[config.mk]
export PLATFORM = sky130hd
export DESIGN_NAME = button_conditioner
export DESIGN_NICKNAME = d
export VERILOG_FILES = /design/src/rtl/button_conditioner.sv
export SDC_FILE = /design/constraint.sdc
export NUM_CORES = 1
export LEC_CHECK = 0
export BUFFER_PORTS_ARGS = -buffer_cell sky130_fd_sc_hd__buf_2
export CAP_MARGIN = 20
export CELL_PAD_IN_SITES_DETAIL_PLACEMENT = 0
export CELL_PAD_IN_SITES_GLOBAL_PLACEMENT = 1
export CORE_MARGIN = 2
export CORE_UTILIZATION = 45
export DETAILED_ROUTE_END_ITERATION = 8
export GPL_TIMING_DRIVEN = 1
export PLACE_DENSITY = 0.78
export SYNTH_ARGS = -nofsm -noshare
export SYNTH_HDL_FRONTEND = slang
export SYNTH_SLANG_ARGS = --single-unit
[constraint.sdc]
create_clock -name clk -period 3.8 [get_ports clk]
set_clock_uncertainty 0.05 [all_clocks]
set_input_delay 0.57 -clock clk [delete_from_list [all_inputs] [get_ports clk]]
set_output_delay 0.57 -clock clk [all_outputs]
set_load 0.02 [all_outputs]
[src/rtl/button_conditioner.sv]
// Synchroniser, tick debouncer and press-pulse generator for the three game buttons.
// Define BUTTON_AUTOREPEAT_EN to build the left/right auto-repeat FSMs.
module button_conditioner #(
    parameter int TICK_DIV       = 25000,
    parameter int DEBOUNCE_TICKS = 5,
    parameter int REPEAT_DELAY   = 300,
    parameter int REPEAT_RATE    = 60,
    parameter bit ACTIVE_LOW     = 1'b0
) (
    input  logic clk,
    input  logic nRst,
    input  logic en,
    input  logic raw_left,
    input  logic raw_right,
    input  logic raw_select,
    output logic btn_left,
    output logic btn_right,
    output logic btn_select,
    output logic left_pulse,
    output logic right_pulse,
    output logic select_pulse
);

    localparam int             TW        = (TICK_DIV > 1) ? $clog2(TICK_DIV) : 1;
    localparam logic [TW-1:0]  TICK_LAST = TW'(TICK_DIV - 1);
    localparam logic [3:0]     DB_LAST   = 4'(DEBOUNCE_TICKS);
    localparam logic [2:0]     RELEASED  = ACTIVE_LOW ? 3'b111 : 3'b000;

    if (TICK_DIV < 2 || DEBOUNCE_TICKS < 1 || DEBOUNCE_TICKS > 15 ||
        REPEAT_DELAY < 1 || REPEAT_RATE < 1) begin : g_param_check
        $error("button_conditioner: parameter out of range");
    end

    // Bit order everywhere: [0]=left, [1]=right, [2]=select
    logic [2:0]      raw_vec;
    logic [2:0]      sync1_q, sync2_q, sync_val;
    logic [TW-1:0]   tick_cnt_q, tick_cnt_d;
    logic            tick;
    logic [2:0]      stable_q, stable_d;
    logic [2:0][3:0] cnt_q, cnt_d;
    logic [2:0]      rise;
    logic [2:0]      rep_pulse;
    logic [2:0]      pulse_q, pulse_d;

    assign raw_vec  = {raw_select, raw_right, raw_left};
    assign sync_val = sync2_q ^ RELEASED;

    always_comb begin
        tick       = en && (tick_cnt_q == TICK_LAST);
        tick_cnt_d = tick_cnt_q;
        if (en) begin
            tick_cnt_d = tick ? '0 : tick_cnt_q + 1'b1;
        end

        stable_d = stable_q;
        cnt_d    = cnt_q;
        for (int unsigned i = 0; i < 3; i++) begin
            if (en) begin
                if (sync_val[i] == stable_q[i]) begin
                    cnt_d[i] = '0;
                end else if (tick) begin
                    if (cnt_q[i] + 4'd1 == DB_LAST) begin
                        stable_d[i] = ~stable_q[i];
                        cnt_d[i]    = '0;
                    end else begin
                        cnt_d[i] = cnt_q[i] + 4'd1;
                    end
                end
            end
        end

        rise    = stable_d & ~stable_q;
        pulse_d = en ? (rise | rep_pulse) : '0;
    end

    always_ff @(posedge clk or negedge nRst) begin
        if (!nRst) begin
            sync1_q    <= RELEASED;
            sync2_q    <= RELEASED;
            tick_cnt_q <= '0;
            stable_q   <= '0;
            cnt_q      <= '0;
            pulse_q    <= '0;
        end else begin
            sync1_q    <= raw_vec;
            sync2_q    <= sync1_q;
            tick_cnt_q <= tick_cnt_d;
            stable_q   <= stable_d;
            cnt_q      <= cnt_d;
            pulse_q    <= pulse_d;
        end
    end

`ifdef BUTTON_AUTOREPEAT_EN
    typedef enum logic [1:0] {IDLE, DELAY, REPEAT} rep_state_e;

    localparam logic [9:0] RD = 10'(REPEAT_DELAY);
    localparam logic [9:0] RR = 10'(REPEAT_RATE);

    rep_state_e      rep_state_q [2];
    rep_state_e      rep_state_d [2];
    logic [1:0][9:0] rc_q, rc_d;
    logic [1:0]      rep_fire;

    // FSMs see the next stable value so a release exits and a press enters on the same edge
    always_comb begin
        for (int unsigned i = 0; i < 2; i++) begin
            rep_state_d[i] = rep_state_q[i];
            rc_d[i]        = rc_q[i];
            rep_fire[i]    = 1'b0;
            if (!stable_d[i]) begin
                rep_state_d[i] = IDLE;
                rc_d[i]        = '0;
            end else if (en) begin
                case (rep_state_q[i])
                    IDLE: begin
                        if (rise[i]) begin
                            rep_state_d[i] = DELAY;
                            rc_d[i]        = '0;
                        end
                    end
                    DELAY: begin
                        if (tick) begin
                            if (rc_q[i] + 10'd1 == RD) begin
                                rep_fire[i]    = 1'b1;
                                rc_d[i]        = '0;
                                rep_state_d[i] = REPEAT;
                            end else begin
                                rc_d[i] = rc_q[i] + 10'd1;
                            end
                        end
                    end
                    REPEAT: begin
                        if (tick) begin
                            if (rc_q[i] + 10'd1 == RR) begin
                                rep_fire[i] = 1'b1;
                                rc_d[i]     = '0;
                            end else begin
                                rc_d[i] = rc_q[i] + 10'd1;
                            end
                        end
                    end
                    default: begin
                        rep_state_d[i] = IDLE;
                        rc_d[i]        = '0;
                    end
                endcase
            end
        end
        rep_pulse = {1'b0, rep_fire};
    end

    always_ff @(posedge clk or negedge nRst) begin
        if (!nRst) begin
            for (int unsigned i = 0; i < 2; i++) begin
                rep_state_q[i] <= IDLE;
            end
            rc_q <= '0;
        end else begin
            for (int unsigned i = 0; i < 2; i++) begin
                rep_state_q[i] <= rep_state_d[i];
            end
            rc_q <= rc_d;
        end
    end
`else
    assign rep_pulse = '0;
`endif

    assign btn_left     = stable_q[0];
    assign btn_right    = stable_q[1];
    assign btn_select   = stable_q[2];
    assign left_pulse   = pulse_q[0];
    assign right_pulse  = pulse_q[1];
    assign select_pulse = pulse_q[2];

endmodule

==> results of run 1 <==
==> layout by cell type, fill, tap and decap left out, types with 2 or more instances in the layout <==
| cell | n |
|---|---|
| clkbuf_1 | 2 |
| inv_1 | 8 |
| o31ai_1 | 6 |
| a32o_1 | 2 |
| dfrtp_1 | 39 |
| a21oi_1 | 6 |
| nor3_1 | 2 |
| and3_1 | 2 |
| nor2b_1 | 4 |
| nor2_1 | 11 |
| o21ai_0 | 8 |
| buf_2 | 11 |
| xor2_1 | 10 |
| nand2_2 | 3 |
| xnor2_1 | 12 |
| nand3_1 | 12 |
| clkbuf_8 | 5 |
| ha_1 | 7 |
| a211oi_1 | 2 |
| nand2_1 | 18 |
| nor3b_1 | 4 |
| and2_1 | 2 |
| mux2_4 | 2 |
| nand4_1 | 4 |
==> area by class of cell <==
class | count | area (µm²) | share of cell area (%)
tap | 50 | 62.6 | 2.95
sequential | 39 | 976 | 46.0
inverter | 8 | 30.0 | 1.41
clock inverter | 1 | 5.00 | 0.236
timing repair buffer | 12 | 62.6 | 2.95
multi-input combinational | 132 | 911 | 42.9
clock buffer | 7 | 76.3 | 3.59
==> worst paths after layout <==
path / cells after the start / to / start
max: 5 / stable_q[2] / tick_cnt_q[3]
max reg2reg: 5 / stable_q[2] / tick_cnt_q[3]
min: 0 / sync2_q[0] / sync1_q[0]
min in group asynchronous: 1 / sync1_q[1] / nRst
min reg2reg: 0 / sync2_q[0] / sync1_q[0]
max in group asynchronous: 1 / pulse_q[0] / nRst
==> state kept, by name (all words and copies together) (netlist names) <==
register	count
cnt_q	12
pulse_q	3
stable_q	3
sync1_q	3
sync2_q	3
tick_cnt_q	15
==> power breakdown <==
group,internal [mW],total [mW],switching [mW]
clock,0.129,0.264,0.135
combinational,0.0526,0.110,0.0574
sequential,0.454,0.502,0.0476
==> worst max-delay path: stages (launching register included) <==
cell,delay [ps]
dfrtp_1,420
or4b_1,580
nor4_4,370
buf_4,290
nand3_1,130
mux2_2,290
==> cells in the mapped netlist <==
cell type and instances:
a211oi_1 2, a211oi_2 1, a21o_1 1, a21oi_1 6, a22oi_1 1, a32o_1 2, a41o_1 1, and2_1 2
and3_1 2, buf_2 1, buf_4 1, buf_6 1, dfrtp_1 39, ha_1 7, inv_1 8, mux2_2 1
mux2_4 2, mux2i_1 1, nand2_1 18, nand2_2 3, nand2b_1 1, nand3_1 12, nand3b_1 1, nand4_1 4
nand4b_1 1, nor2_1 11, nor2b_1 4, nor3_1 2, nor3b_1 4, nor4_1 1, nor4_4 1, o21ai_0 8
o22ai_1 1, o31ai_1 6, o41ai_1 1, or4b_1 1, or4b_4 1, xnor2_1 12, xor2_1 10
==> stage by stage <==
stage / setup slack, ps / utilization (%) / hold WS, ps / instance area (µm²) / power (mW)
floorplan: 1870 / - / 224 / 1940 / 0.583
global placement: 1590 / 50.0 / 284 / 2040 / 0.614
detailed placement: 1540 / 50.0 / 296 / 2040 / 0.620
CTS: 1520 / 52.0 / 313 / 2120 / 0.889
global route: 1370 / 52.0 / 317 / 2120 / 0.923
finish: 1540 / 52.0 / 308 / 2120 / 0.876
==> logic make-up (layout without fill, tap and decap cells) <==
| family | count (synthesis) | in the layout | share of synthesized area (%) |
|---|---|---|---|
| AO/OA/AOI/OAI | 30 | 30 | 10.4 |
| adder cells (fa/ha/maj) | 7 | 7 | 4.51 |
| AND/OR/NAND/NOR | 69 | 69 | 19.4 |
| XOR/XNOR | 22 | 22 | 9.93 |
| buffers and inverters | 11 | 28 | 2.77 |
| flip-flops | 39 | 39 | 50.3 |
| multiplexers | 4 | 4 | 2.64 |
==> routing by layer <==
layer / track usage [%] / up-vias / part of all wire [%]
li1: - / 669 / -
met1: 20.1 / 671 / 49
met2: 24.9 / 20 / 47
met3: 4.65 / 5 / 3.5
met4: 6.41 / 0 / 1.3
met5: 0 / - / 0
==> qor.yml, run 1 <==
timing.fmax_mhz: 443
drc_errors: 0
io_buffer_count: 11
coreArea_mm2: 0.00409
synth_area_per_cell_um2: 10.7
nets: 211
clk_latency_ps: 280
row_count: 23
worstSetupStartpointType: "register"
hold_viol_final: 0
rsz0062_at_grt: "false"
dp_cells: 241
clockRootBuffer: "clkbuf_8"
antenna_found_initial: 0
min_period_ps: 2260
cts_tree: "done"
syn_inst: 182
max_slew_margin_pct: 42.0
min_period_over_period_pct: 59.4
drive_gt1_share_pct: 13.6
synth_top_area_share_pct: 50.3
peakVddDrop_uv: 241
routed_wl_um: 3480
path_max_fanout: 16
cap_viol_max_count: 0
ys_warn_count: 0
endpoint_kind: "register"
ys_seq_area_share_pct: 50.3
synth_area_leaders: "dfrtp_1 50%, xnor2_1 5.4%, ha_1 4.5%"
die_area_mm2: 0.00485
arrival_ps: 2380
die_w_um: 69.7
start_util_pct: 47.5
n_antenna_cell: 0
clk_pin_slew_ps: 80
syn_nets: 195
fin_cells: 249
synth-seq-cells: 39
cts.sinks: 39
cts_resized: 0
power_density_mw_per_mm2: 412
ys_types: 39
cts_made_buffers: 5
gr-total-overflow: 0
grt_usage_pct: 15.7
netlist_area_mm2: 0.00194
h-tree-depth: 2
avgViaCountPerCell: 5.48
die_h_um: 69.7
wl_per_cell_um: 14.0
crit_required_ps: 3920
p_leak_nw: 0.959
synth_top_cell_by_area: "dfrtp_1"
fin_tns_setup_ps: 0
drt-initial-drc-count: 94
fill_cells: 368
cts_setup_buffers: 0
grt_pass1_wl_um: 6090
grt_max_degree: 40
crit_type: "register to register"
grt_pass1_vias: 1380
vias: 1365
status: "completed"
place.gp.congestion: 0.929
cts_max_path_buffers: 2
worst_pin_slew_ps: 870
firstDrtPassIters: 4
hpwl_um: 2480
cts_hold_buf: 0
ant_nets: 0
slew_viol_final: 0
synthToLayoutAreaGrowth_pct: 9.41
hold_class: "register to register"
reg2reg_slack_ps: 1540
setup_viol: 0
io_pins: 12
(Power assumes the default switching activity.)
==> inputs of run 2 (changes only) <==
- clock period: 3.8 -> 2.3 ns (I/O delays scaled with it)
==> qor.yml, run 2 (synthesis results as in run 1) <==
status: "completed"  # unchanged
cp_num_cells: 5  # unchanged
worst-r2r-cell-count: 5  # unchanged
peakVddDrop_uv: 477  # was 241 µV
slew_viol_final: 0  # unchanged
final_common_cell: "dfrtp_1"  # unchanged
crit_type: "register to register"  # unchanged
ant_nets: 0  # unchanged
cts_resized: 0  # unchanged
use_met1_pct: 20.0  # was 20.1%
drc_errors: 0  # unchanged
cts_tree: "done"  # unchanged
cts_setup_buffers: 0  # unchanged
cap_viol_max_count: 0  # unchanged
vias: 1362  # was 1365
grt_use_met2_pct: 25.7  # was 24.9%
max_slew_margin_pct: 42.6  # was 42.0%
rsz0062_at_grt: "false"  # unchanged
gr-total-overflow: 0  # unchanged
p_leak_nw: 0.970  # was 0.959 nW
row_count: 23  # unchanged
p_total_mw: 1.46  # was 0.876 mW
clk_pin_slew_ps: 80  # about the same
n_antenna_cell: 0  # unchanged
gr-usage-met3_pct: 5.09  # was 4.65%
synthToLayoutAreaGrowth_pct: 9.93  # was 9.41%
setup_viol: 0  # unchanged
hpwl_um: 2370  # was 2480 µm
worst_pin_slew_ps: 861  # was 870 ps
hold_viol_final: 0  # unchanged
grt_usage_pct: 16.1  # was 15.7%
drt-initial-drc-count: 75  # was 94
holdWs_ps: 99.8  # was 308 ps
io_buffer_count: 11  # unchanged
io_pins: 12  # unchanged
mostFrequentLayoutCells: "39 x dfrtp_1, 18 x nand2_1, 12 x xnor2_1, 12 x nand3_1"  # unchanged
die_area_mm2: 0.00485  # unchanged
die_w_um: 69.7  # unchanged
min_period_over_period_pct: 89.9  # was 59.4%
routed_wl_um: 3470  # was 3480 µm
avgViaCountPerCell: 5.45  # was 5.48
top_register: "tick_cnt_q"  # unchanged
largest_reg_flops: 15  # unchanged
hold_class: "input port to asynchronous set/reset pin"  # was register to register
crit_required_ps: 2440  # was 3920 ps
grt_pass1_wl_um: 6180  # was 6090 µm
antenna_found_initial: 0  # unchanged
endpoint_kind: "register"  # unchanged
worst-path-buf-inv: 1  # unchanged
reg_top3: "tick_cnt_q: 15 flops, cnt_q: 12 flops"  # unchanged
final_area_mm2: 0.00213  # was 0.00212 mm²
path_max_fanout: 13  # was 16
cts_hold_buf: 0  # unchanged
clockRootBuffer: "clkbuf_8"  # unchanged
place.gp.congestion: 0.802  # was 0.929
cts_max_path_buffers: 2  # unchanged
worstSetupStartpointType: "register"  # unchanged
die_h_um: 69.7  # unchanged
power_density_mw_per_mm2: 685  # was 412 mW/mm²
cts.sinks: 39  # unchanged
cpMaxStageDelayCell: "or4b_4"  # was or4b_1
firstDrtPassIters: 4  # unchanged
min_period_ps: 2070  # was 2260 ps
fin_tns_setup_ps: 0  # unchanged
max_stage_delay_ps: 570  # was 580 ps
cts_made_buffers: 5  # unchanged
crit_path_cell_trace: "or4b_4, nor4_4, buf_4, nand2_2, mux2_4"  # was or4b_1, nor4_4, buf_4, nand3_1, mux2_2
cp_top_family: "simple AND/OR/NAND/NOR gates"  # unchanged
grt_max_degree: 40  # unchanged
coreArea_mm2: 0.00409  # unchanged
timing.fmax_mhz: 484  # was 443 MHz
grt-busiest-layer: "met2"  # unchanged
drive_gt1_share_pct: 15.0  # was 13.6%
start_util_pct: 47.5  # unchanged
arrival_ps: 2200  # was 2380 ps
grt_pass1_vias: 1369  # was 1380
wl_per_cell_um: 13.9  # was 14.0 µm
nets: 212  # was 211
placed_cell_area_mm2: 0.00205  # was 0.00204 mm²
h-tree-depth: 2  # unchanged
clk_latency_ps: 290  # was 280 ps
## run 2: cell types whose count changed in the layout (fill, tap and decap cells not counted)
cell and change:
buf_4 +1, clkbuf_1 -2, clkinv_2 +2
## run 2: layer usage
| layer | vias to the layer above | part of all wire, % | wire length (µm) |
|---|---|---|---|
| li1 | 674 | - | - |
| met1 | 660 | 47 | 1650 |
| met2 | 21 | 47 | 1620 |
| met3 | 7 | 4.1 | 143 |
| met4 | 0 | 1.7 | 59 |
| met5 | - | 0 | 0 |
## run 2: final timing paths
kind,start,end,slack (ps)
min in group clk,raw_left,sync1_q[0],100
max in group asynchronous,nRst,cnt_q[10],1550
hold reg to reg,sync1_q[2],sync2_q[2],310
hold / removal,nRst,cnt_q[6],100
setup reg to reg,tick_cnt_q[4],stable_q[0],230
setup / recovery,tick_cnt_q[4],stable_q[0],230
## run 2: power by group
part / leakage [nW] / switching (mW) / internal (mW)
Clock: 0.0477 / 0.241 / 0.207
Sequential: 0.519 / 0.0777 / 0.750
Combinational: 0.403 / 0.0967 / 0.0878
Total: 0.970 / 0.416 / 1.05
## run 2: cell type report
type                       count  area [µm²]
fill                         386        1950
sequential                    39         976
multi-input combinational    132         911
timing repair buffer          13        70.1
clock buffer                   5        68.8
tap                           50        62.6
inverter                       8        30.0
clock inverter                 3        15.0
## run 2: metrics by stage
step                      setup slack (ps)  util [%]  cells
after floorplan                        368         -    182
after global placement                 295      50.2    242
after detailed placement               248      50.2    242
after CTS                              228      52.2    250
after global routing                  25.3      52.2    250
final                                  233      52.2    250
